$ cat config.mk
export PLATFORM = sky130hd
export DESIGN_NAME = axis_pkt_fifo
export DESIGN_NICKNAME = d
export VERILOG_FILES = /design/src/rtl/axis_pkt_fifo.sv
export SDC_FILE = /design/constraint.sdc
export NUM_CORES = 1
export LEC_CHECK = 0
export CORE_UTILIZATION = 40
export DETAILED_ROUTE_END_ITERATION = 10
export PLACE_DENSITY = 0.54
export SLEW_MARGIN = 25
export SYNTH_ARGS = -nofsm -noshare
export SYNTH_HDL_FRONTEND = slang
export SYNTH_SLANG_ARGS = --single-unit
export TNS_END_PERCENT = 5
$ cat constraint.sdc
create_clock -name axi_aclk -period 5.2 [get_ports axi_aclk]
set_input_delay 0.78 -clock axi_aclk [delete_from_list [all_inputs] [get_ports axi_aclk]]
set_output_delay 0.78 -clock axi_aclk [all_outputs]
set_load 0.01 [all_outputs]
$ cat src/rtl/axis_pkt_fifo.sv
// AXI-Stream packet FIFO: first-word fall-through, beat and packet counters.
// Define AXIS_PKT_FIFO_STORE_FWD_EN to hold output until a whole packet is stored.
//
// Ports:
//   axi_aclk, axi_resetn         clock, async active-low reset
//   s_axis_t{data,keep,valid,last}, s_axis_tready   slave stream (in)
//   m_axis_t{data,keep,valid,last}, m_axis_tready   master stream (out)
//   fill_count                   beats currently stored
//   pkt_count                    tlast beats currently stored
module axis_pkt_fifo #(
    parameter int DATA_WIDTH = 32,
    parameter int DEPTH      = 16,
    localparam int KEEP_WIDTH = DATA_WIDTH / 8,
    localparam int CW         = $clog2(DEPTH) + 1
) (
    input  logic                  axi_aclk,
    input  logic                  axi_resetn,
    input  logic [DATA_WIDTH-1:0] s_axis_tdata,
    input  logic [KEEP_WIDTH-1:0] s_axis_tkeep,
    input  logic                  s_axis_tvalid,
    input  logic                  s_axis_tlast,
    output logic                  s_axis_tready,
    output logic [DATA_WIDTH-1:0] m_axis_tdata,
    output logic [KEEP_WIDTH-1:0] m_axis_tkeep,
    output logic                  m_axis_tvalid,
    output logic                  m_axis_tlast,
    input  logic                  m_axis_tready,
    output logic [CW-1:0]         fill_count,
    output logic [CW-1:0]         pkt_count
);

    localparam int AW = $clog2(DEPTH);
    localparam int WW = DATA_WIDTH + KEEP_WIDTH + 1;
    localparam logic [CW-1:0] FULL  = CW'(DEPTH);
    localparam logic [CW-1:0] ONE   = CW'(1);
    localparam logic [AW-1:0] PONE  = AW'(1);

    logic [WW-1:0] mem_q [DEPTH];
    logic [AW-1:0] wr_q, wr_d, rd_q, rd_d;
    logic [CW-1:0] fill_q, fill_d, pkt_q, pkt_d;
    logic          rdy_q, rdy_d;
    logic          push, pop, empty;
    logic [WW-1:0] rd_word;

    assign push  = s_axis_tvalid && rdy_q;
    assign pop   = m_axis_tvalid && m_axis_tready;
    assign empty = (fill_q == '0);

    // Head word is masked while empty so outputs read 0 straight out of reset.
    assign rd_word       = empty ? '0 : mem_q[rd_q];
    assign m_axis_tdata  = rd_word[DATA_WIDTH-1:0];
    assign m_axis_tkeep  = rd_word[DATA_WIDTH +: KEEP_WIDTH];
    assign m_axis_tlast  = rd_word[WW-1];
    assign s_axis_tready = rdy_q;
    assign fill_count    = fill_q;
    assign pkt_count     = pkt_q;

`ifdef AXIS_PKT_FIFO_STORE_FWD_EN
    logic rel_q, rel_d;

    // Release lets a packet longer than the FIFO drain instead of deadlocking.
    always_comb begin
        rel_d = rel_q;
        if (pop && m_axis_tlast) begin
            rel_d = 1'b0;
        end else if (fill_q == FULL && pkt_q == '0) begin
            rel_d = 1'b1;
        end
    end

    always_ff @(posedge axi_aclk or negedge axi_resetn) begin
        if (!axi_resetn) begin
            rel_q <= 1'b0;
        end else begin
            rel_q <= rel_d;
        end
    end

    assign m_axis_tvalid = !empty && ((pkt_q != '0) || rel_q);
`else
    assign m_axis_tvalid = !empty;
`endif

    always_comb begin
        wr_d   = push ? wr_q + PONE : wr_q;
        rd_d   = pop  ? rd_q + PONE : rd_q;
        fill_d = fill_q;
        pkt_d  = pkt_q;
        unique case ({push, pop})
            2'b10:   fill_d = fill_q + ONE;
            2'b01:   fill_d = fill_q - ONE;
            default: fill_d = fill_q;
        endcase
        unique case ({push && s_axis_tlast, pop && m_axis_tlast})
            2'b10:   pkt_d = pkt_q + ONE;
            2'b01:   pkt_d = pkt_q - ONE;
            default: pkt_d = pkt_q;
        endcase
        // Registered ready: a pop at full re-opens the input one cycle later.
        rdy_d = (fill_d < FULL);
    end

    always_ff @(posedge axi_aclk or negedge axi_resetn) begin
        if (!axi_resetn) begin
            wr_q   <= '0;
            rd_q   <= '0;
            fill_q <= '0;
            pkt_q  <= '0;
            rdy_q  <= 1'b0;
        end else begin
            wr_q   <= wr_d;
            rd_q   <= rd_d;
            fill_q <= fill_d;
            pkt_q  <= pkt_d;
            rdy_q  <= rdy_d;
        end
    end

    // Storage is not reset; fill_count alone decides what is live.
    always_ff @(posedge axi_aclk) begin
        if (push) begin
            mem_q[wr_q] <= {s_axis_tlast, s_axis_tkeep, s_axis_tdata};
        end
    end

endmodule

==> metrics.txt, run 1 <==
grt ovf=0; final slew viol count=0; Buffers on Ports=89; Synth area leader=edfxtp_1; Tmin final=4.22 ns; share of flip-flops with an asynchronous set or reset=3.11%; Initial Utilization=40.8%; Clock Latency Late Sink=0.63 ns; setup ws final=0.981 ns; Max FO, Critical Path=15; setup bufs post-CTS=0; I/O pin total=90; WL final=51.1 mm; Post-DRT Antenna Nets=0; status=complete, no violations; Arr. time, crit path=between 3 and 4 ns; vias in the first global route=11545; most common cell in the netlist=edfxtp_1; Die Y=245 um; Hold Path Class=input port to async pin; core box area=58100 um^2; row count=88; # resized after CTS=0; hold buffer count at CTS=0; relative slew slack=35.0%; leakage=approximately 8.8 nW; post-detail-place hpwl=a little under 30 mm; RSZ-0062 raised after global routing=false; Worst Max-Slew Pin Slew=around 0.97 ns; dpl cell area=25900 um^2; MaxCap Viol Count=0; largest net degree at the start of global routing=60; CTS Sinks=611; Final period util=around four fifths; number of fill cells=around 4800; Mapped Area=23700 um^2; Die Wd=245 um; die area=60200 um^2; net count reported at finish=between 1000 and 1500; clk slew on worst S/H paths=0.06 ns; share of layout cells above drive strength 1=26.9%; Fin Clk Skew=0.0301 ns; ranking of synthesized cells by area=edfxtp_1 75%, mux4_2 14%, dfrtp_1 2.0%; R2R setup slack=1.62 ns; Worst Reg-to-Reg Cells=10; Iter 0 DRT Violations=756; Fin Setup TNS=0 ns; initial antenna violation count=3; FF-to-FF End=pkt_count[4]$_DFFE_PN0P_; Syn Nets=1104; final core utilization=47.8%; post-synth top area share=75.0%; Total Power=0.0152 W; TritonCTS Buffers=60; Setup WS pre-CTS=1.43 ns; via count=approximately 11000; Synth Warn #=0; r2r startpoint=rd_q[0]$_DFFE_PN0P_; WP data required=4.42 ns; Peak VDD IR=around 280 uV; total power divided by cell area=548 nW/um^2; Startpoint Class=register; Synth top cells by count=592 x edfxtp_1, 146 x mux4_2, 37 x mux2_2, 36 x a221o_1, 22 x and2b_1; EDFF count, synth=592; Syn Inst Count=1048; clock root cell=clkbuf_16; Hold Violations, Final=0; overall routing resource usage=17.4%; drt first pass iters=6; routability cong.=around 0.7; clk buf depth=3; CP Class=register to primary output; drt wl/cell=roughly 26 um; Final Cell Area=27800 um^2; most common flop cell mapped by yosys=edfxtp_1; sequential share of the synthesized area=between 70% and 80%; Syn Area/Cell=about 23 um^2; post-DR vias/cell=5.35; CTS tree=built; fmax=roughly 240 MHz; synthesis-to-finish area growth=17.3%; Synth cell types=43; DRC viols=0; #FFs+latches synth=about 610; crit end category=primary output; H-tree Lvls=2; final setup fails=0; global-route wire length before repair=76.5 mm
-- cells in the final DEF (no fill, tap or decap), drive strengths merged, types with 4 or more instances in the layout --
master / n
xnor2: 8
bufinv: 5
o21ai: 9
xor2: 4
clkbuf: 75
nand2: 13
clkdlybuf4s50: 88
nor2: 20
buf: 40
nor3: 6
nand2b: 5
mux2i: 5
mux2: 37
dfrtp: 19
a221o: 36
and2b: 22
mux4: 146
clkinv: 30
ha: 13
inv: 13
nor2b: 17
edfxtp: 592
-- report_power, final --
group	internal [W]	switching (W)	total, W	leakage [nW]
registers	0.00583	0.000337	0.00617	5.56
clock network	0.00242	0.00183	0.00424	0.936
logic	0.00255	0.00228	0.00483	2.34
total	0.0108	0.00444	0.0152	8.84
-- cells by family after synthesis --
group           share of synthesized area (%)
xor+xnor                                0.443
fa+ha+maj                               0.855
mux                                      15.8
flops                                    77.0
simple gates                             2.23
buf+inv                                  1.36
compound gates                           2.28
-- worst max path at each step --
stage / startpoint / endpoint / cells after the start
floorplan: s_axis_tvalid / mem_q[3][0]$_DFFE_PP_ / 4
global placement: s_axis_tvalid / mem_q[0][9]$_DFFE_PP_ / 5
detailed placement: s_axis_tvalid / mem_q[0][9]$_DFFE_PP_ / 5
CTS: rd_q[0]$_DFFE_PN0P_ / m_axis_tdata[0] / 5
global route: rd_q[0]$_DFFE_PN0P_ / m_axis_tdata[0] / 5
finish: fill_count[0]$_DFFE_PN0N_ / m_axis_tdata[26] / 7
-- per-layer routing --
| metal | global-route usage, % | routed length [um] | part of all wire, % |
|---|---|---|---|
| met1 | 24.3 | 23000 | 45 |
| met2 | 28.3 | 25100 | 49 |
| met3 | 2.66 | 1900 | 3.7 |
| met4 | 5.28 | 1120 | 2.2 |
| met5 | 0 | 26 | 0.051 |
-- final cells by class --
cell class | instances | area [um^2] | share of cell area [%]
Multi-Input combinational cell | 370 | 5260 | 18.9
Timing Repair Buffer | 128 | 1350 | 4.87
Inverter | 13 | 48.8 | 0.176
Clock buffer | 75 | 1600 | 5.76
Clock inverter | 37 | 312 | 1.12
Sequential cell | 611 | 18300 | 65.7
Tap cell | 765 | 957 | 3.44
Antenna cell | 1 | 2.50 | 0.00900
-- through the flow --
step / std cells / hold slack [ns]
after CTS: 1999 / 0.530
after detailed placement: 1887 / 0.517
after floorplan: 1048 / 0.484
final: 2000 / 0.124
after global routing: 2000 / 0.143
after global placement: 1887 / 0.519
-- flip-flops by register name, summed over array words and instances (netlist names), named ones only --
register	count
wr_q	4
s_axis_tready	1
mem_q	592
fill_count	4
pkt_count	5
rd_q	4
-- critical path: stages, from the launching register on --
cell	delay, ns
dfrtp_1	0.43
or4_4	0.61
nor2_4	0.16
inv_2	0.06
and3_2	0.36
buf_4	0.29
a221o_1	0.34
clkdlybuf4s50_1	0.57
Power figures use the tool's default switching activity.
==> run 2: changes to the inputs <==
PLACE_DENSITY = 0.56   (was 0.54)
clock period = 3.6 ns   (was 5.2 ns; I/O delays follow)
==> metrics.txt, run 2 (synthesis results as in run 1) <==
CTS Sinks=611 (unchanged); drt wl/cell=26.4 um (was 25.5 um); crit end category=primary output (unchanged); via count=11086 (was 10706); Total Power=0.0228 W (was 0.0152 W); Crit path largest cell delay=0.55 ns (was 0.61 ns); synthesis-to-finish area growth=19.9% (was 17.3%); Max FO, Critical Path=33 (was 15); RSZ-0062 raised after global routing=true (was false); placed cells=1914 (was 1887); CP Class=register to primary output (unchanged); leakage=9.27 nW (was 8.84 nW); fmax=273 MHz; clk slew on worst S/H paths=0.06 ns (about the same); Slowest cell on crit path=mux4_2 (was or4_4); FF-to-FF End=pkt_count[4]$_DFFE_PN0P_ (unchanged); Levels on crit path=6 (was 7); Final period util=102%; Die Y=245 um (unchanged); clk buf depth=3 (unchanged); Reg with most FFs=mem_q (unchanged); crit-path cells=buf_4 -> buf_16 -> mux4_2 -> mux2_2 -> a221o_1 -> clkdlybuf4s50_1 (was or4_4 -> nor2_4 -> inv_2 -> and3_2 -> buf_4 -> a221o_1 -> clkdlybuf4s50_1); TritonCTS Buffers=67 (was 60); Hold Path Class=input port to async pin (unchanged); Buffers on Ports=89 (unchanged); failing checks=negative setup slack; vias in the first global route=11846 (was 11545); routability cong.=0.713 (was 0.697); row count=88 (unchanged); total power divided by cell area=803 nW/um^2 (was 548 nW/um^2); Startpoint Class=register (unchanged); overall routing resource usage=18.4% (was 17.4%); final core utilization=48.9% (was 47.8%); net count reported at finish=1280 (was 1240); setup ws final=-0.0650 ns (was 0.981 ns); CTS tree=built (unchanged); Tmin final=about 3.7 ns; Buf+Inv Stages, Crit Path=3 (unchanged); DRC viols=0 (unchanged); Arr. time, crit path=3.13 ns (was 3.44 ns); post-detail-place hpwl=30.2 mm (was 28.8 mm); Fin Clk Skew=0.0187 ns (was 0.0301 ns); Setup crit start=rd_q[1]$_DFFE_PN0P_ (was fill_count[0]$_DFFE_PN0N_); Hold Violations, Final=0 (unchanged); delay-heaviest family, CP=buffers and inverters (was simple AND/OR/NAND/NOR gates); Worst Reg-to-Reg Cells=10 (unchanged); drt first pass iters=5 (was 6); Clock Latency Late Sink=0.60 ns (was 0.63 ns); grt ovf=0 (unchanged); WP data required=3.06 ns (was 4.42 ns); global-route wire length before repair=79.7 mm (was 76.5 mm); post-DR vias/cell=5.43 (was 5.35); final slew viol count=0 (unchanged); Initial Utilization=40.8% (unchanged); final setup fails=9 (was 0); number of flip-flops in the largest register=592 (unchanged); Non-Filler Instances=2040 (was 2000); Peak VDD IR=392 uV (was 276 uV); WL final=53.8 mm (was 51.1 mm); most common cell after layout, fill and taps aside=edfxtp_1 (unchanged); initial antenna violation count=3 (unchanged); I/O pin total=90 (unchanged); most frequent cells in the layout=592 x edfxtp_1, 146 x mux4_2, 70 x clkbuf_16 (was 592 x edfxtp_1, 146 x mux4_2, 88 x clkdlybuf4s50_1); H-tree Lvls=3 (was 2); Post-DRT Antenna Nets=0 (unchanged); Die Wd=245 um (unchanged); Worst Max-Slew Pin Slew=0.825 ns (was 0.970 ns); share of layout cells above drive strength 1=28.7% (was 26.9%); R2R setup slack=0.42 ns (was 1.62 ns); core box area=58100 um^2 (unchanged); MaxCap Viol Count=0 (unchanged); largest net degree at the start of global routing=40 (was 60); Iter 0 DRT Violations=875 (was 756); relative slew slack=44.9% (was 35.0%); status=finished with violations (was complete, no violations); Worst Setup EP=m_axis_tdata[28] (was m_axis_tdata[26]); die area=60200 um^2 (unchanged); clock root cell=clkbuf_16 (unchanged); worst hold margin=0.447 ns (was 0.124 ns); r2r startpoint=rd_q[0]$_DFFE_PN0P_ (unchanged)
-- run 2: cell types whose count changed in the layout (fill, tap and decap cells not counted), moves of 8 or more --
cell / previous run / this run
clkinv_2: 13 / 5
dlygate4sd2_1: 0 / 19
clkdlybuf4s50_1: 88 / 61
buf_4: 25 / 40
clkbuf_16: 62 / 70
-- run 2: power by group --
| part | switching (W) | internal (W) |
|---|---|---|
| combinational | 0.00366 | 0.00393 |
| sequential | 0.000319 | 0.00843 |
| clock | 0.00273 | 0.00377 |
-- run 2: timing repair --
action,CTS,global route
hold buffers,0,1
gates cloned,1,1
pin swaps,2,2
buffers inserted,1,2
endpoints found under the setup margin,36,18
resized for setup,27,11
endpoints found under the hold margin,0,19
-- run 2: area by class of cell --
cell class | instances | area [um^2]
sequential | 611 | 18300
timing repair buffer | 161 | 1830
fill | 4741 | 29700
tap | 765 | 957
clock inverter | 29 | 246
antenna | 1 | 2.50
multi-input combinational | 370 | 5270
clock buffer | 90 | 1820
inverter | 13 | 48.8
-- run 2: how the worst min path moves through the flow --
stage / from / end / slack, ns / cells past startpoint
after floorplan: axi_resetn / async pin / 0.24 / 0
after global placement: pkt_count[2]$_DFFE_PN0P_ / pkt_count[2]$_DFFE_PN0P_ / 0.52 / 2
after detailed placement: pkt_count[2]$_DFFE_PN0P_ / pkt_count[2]$_DFFE_PN0P_ / 0.52 / 2
after CTS: axi_resetn / fill_count[3]$_DFFE_PN0N_ / 0.50 / 1
after global routing: axi_resetn / fill_count[3]$_DFFE_PN0N_ / 0.50 / 2
final: axi_resetn / fill_count[3]$_DFFE_PN0N_ / 0.45 / 2
-- run 2: worst register-to-register path, cell delays in order (launching register included) --
cell and delay [ns]:
dfrtp_4 0.53, mux4_2 0.52, nand2b_1 0.15, a22oi_1 0.29
nor2_1 0.08, ha_1 0.25, ha_1 0.33, nor2b_1 0.16
o21a_1 0.19, o311ai_0 0.33, o311ai_0 0.19
-- run 2: metrics by stage --
step	worst slack, ns	TNS (ns)	area (um^2)
2_1_floorplan	-0.495	-54.86	23700
3_3_place_gp	0.409	0	26200
3_5_place_dp	0.387	0	26200
4_1_cts	-0.165	-1.80	28300
5_1_grt	-0.156	-1.01	28400
6_report	-0.0650	-0.162	28400
-- run 2: routing by layer --
metal | routed length [um] | global-route usage (%)
met5 | 27 | 0
met4 | 684 | 4.91
met3 | 2790 | 3.63
met2 | 26800 | 29.7
met1 | 23500 | 25.4
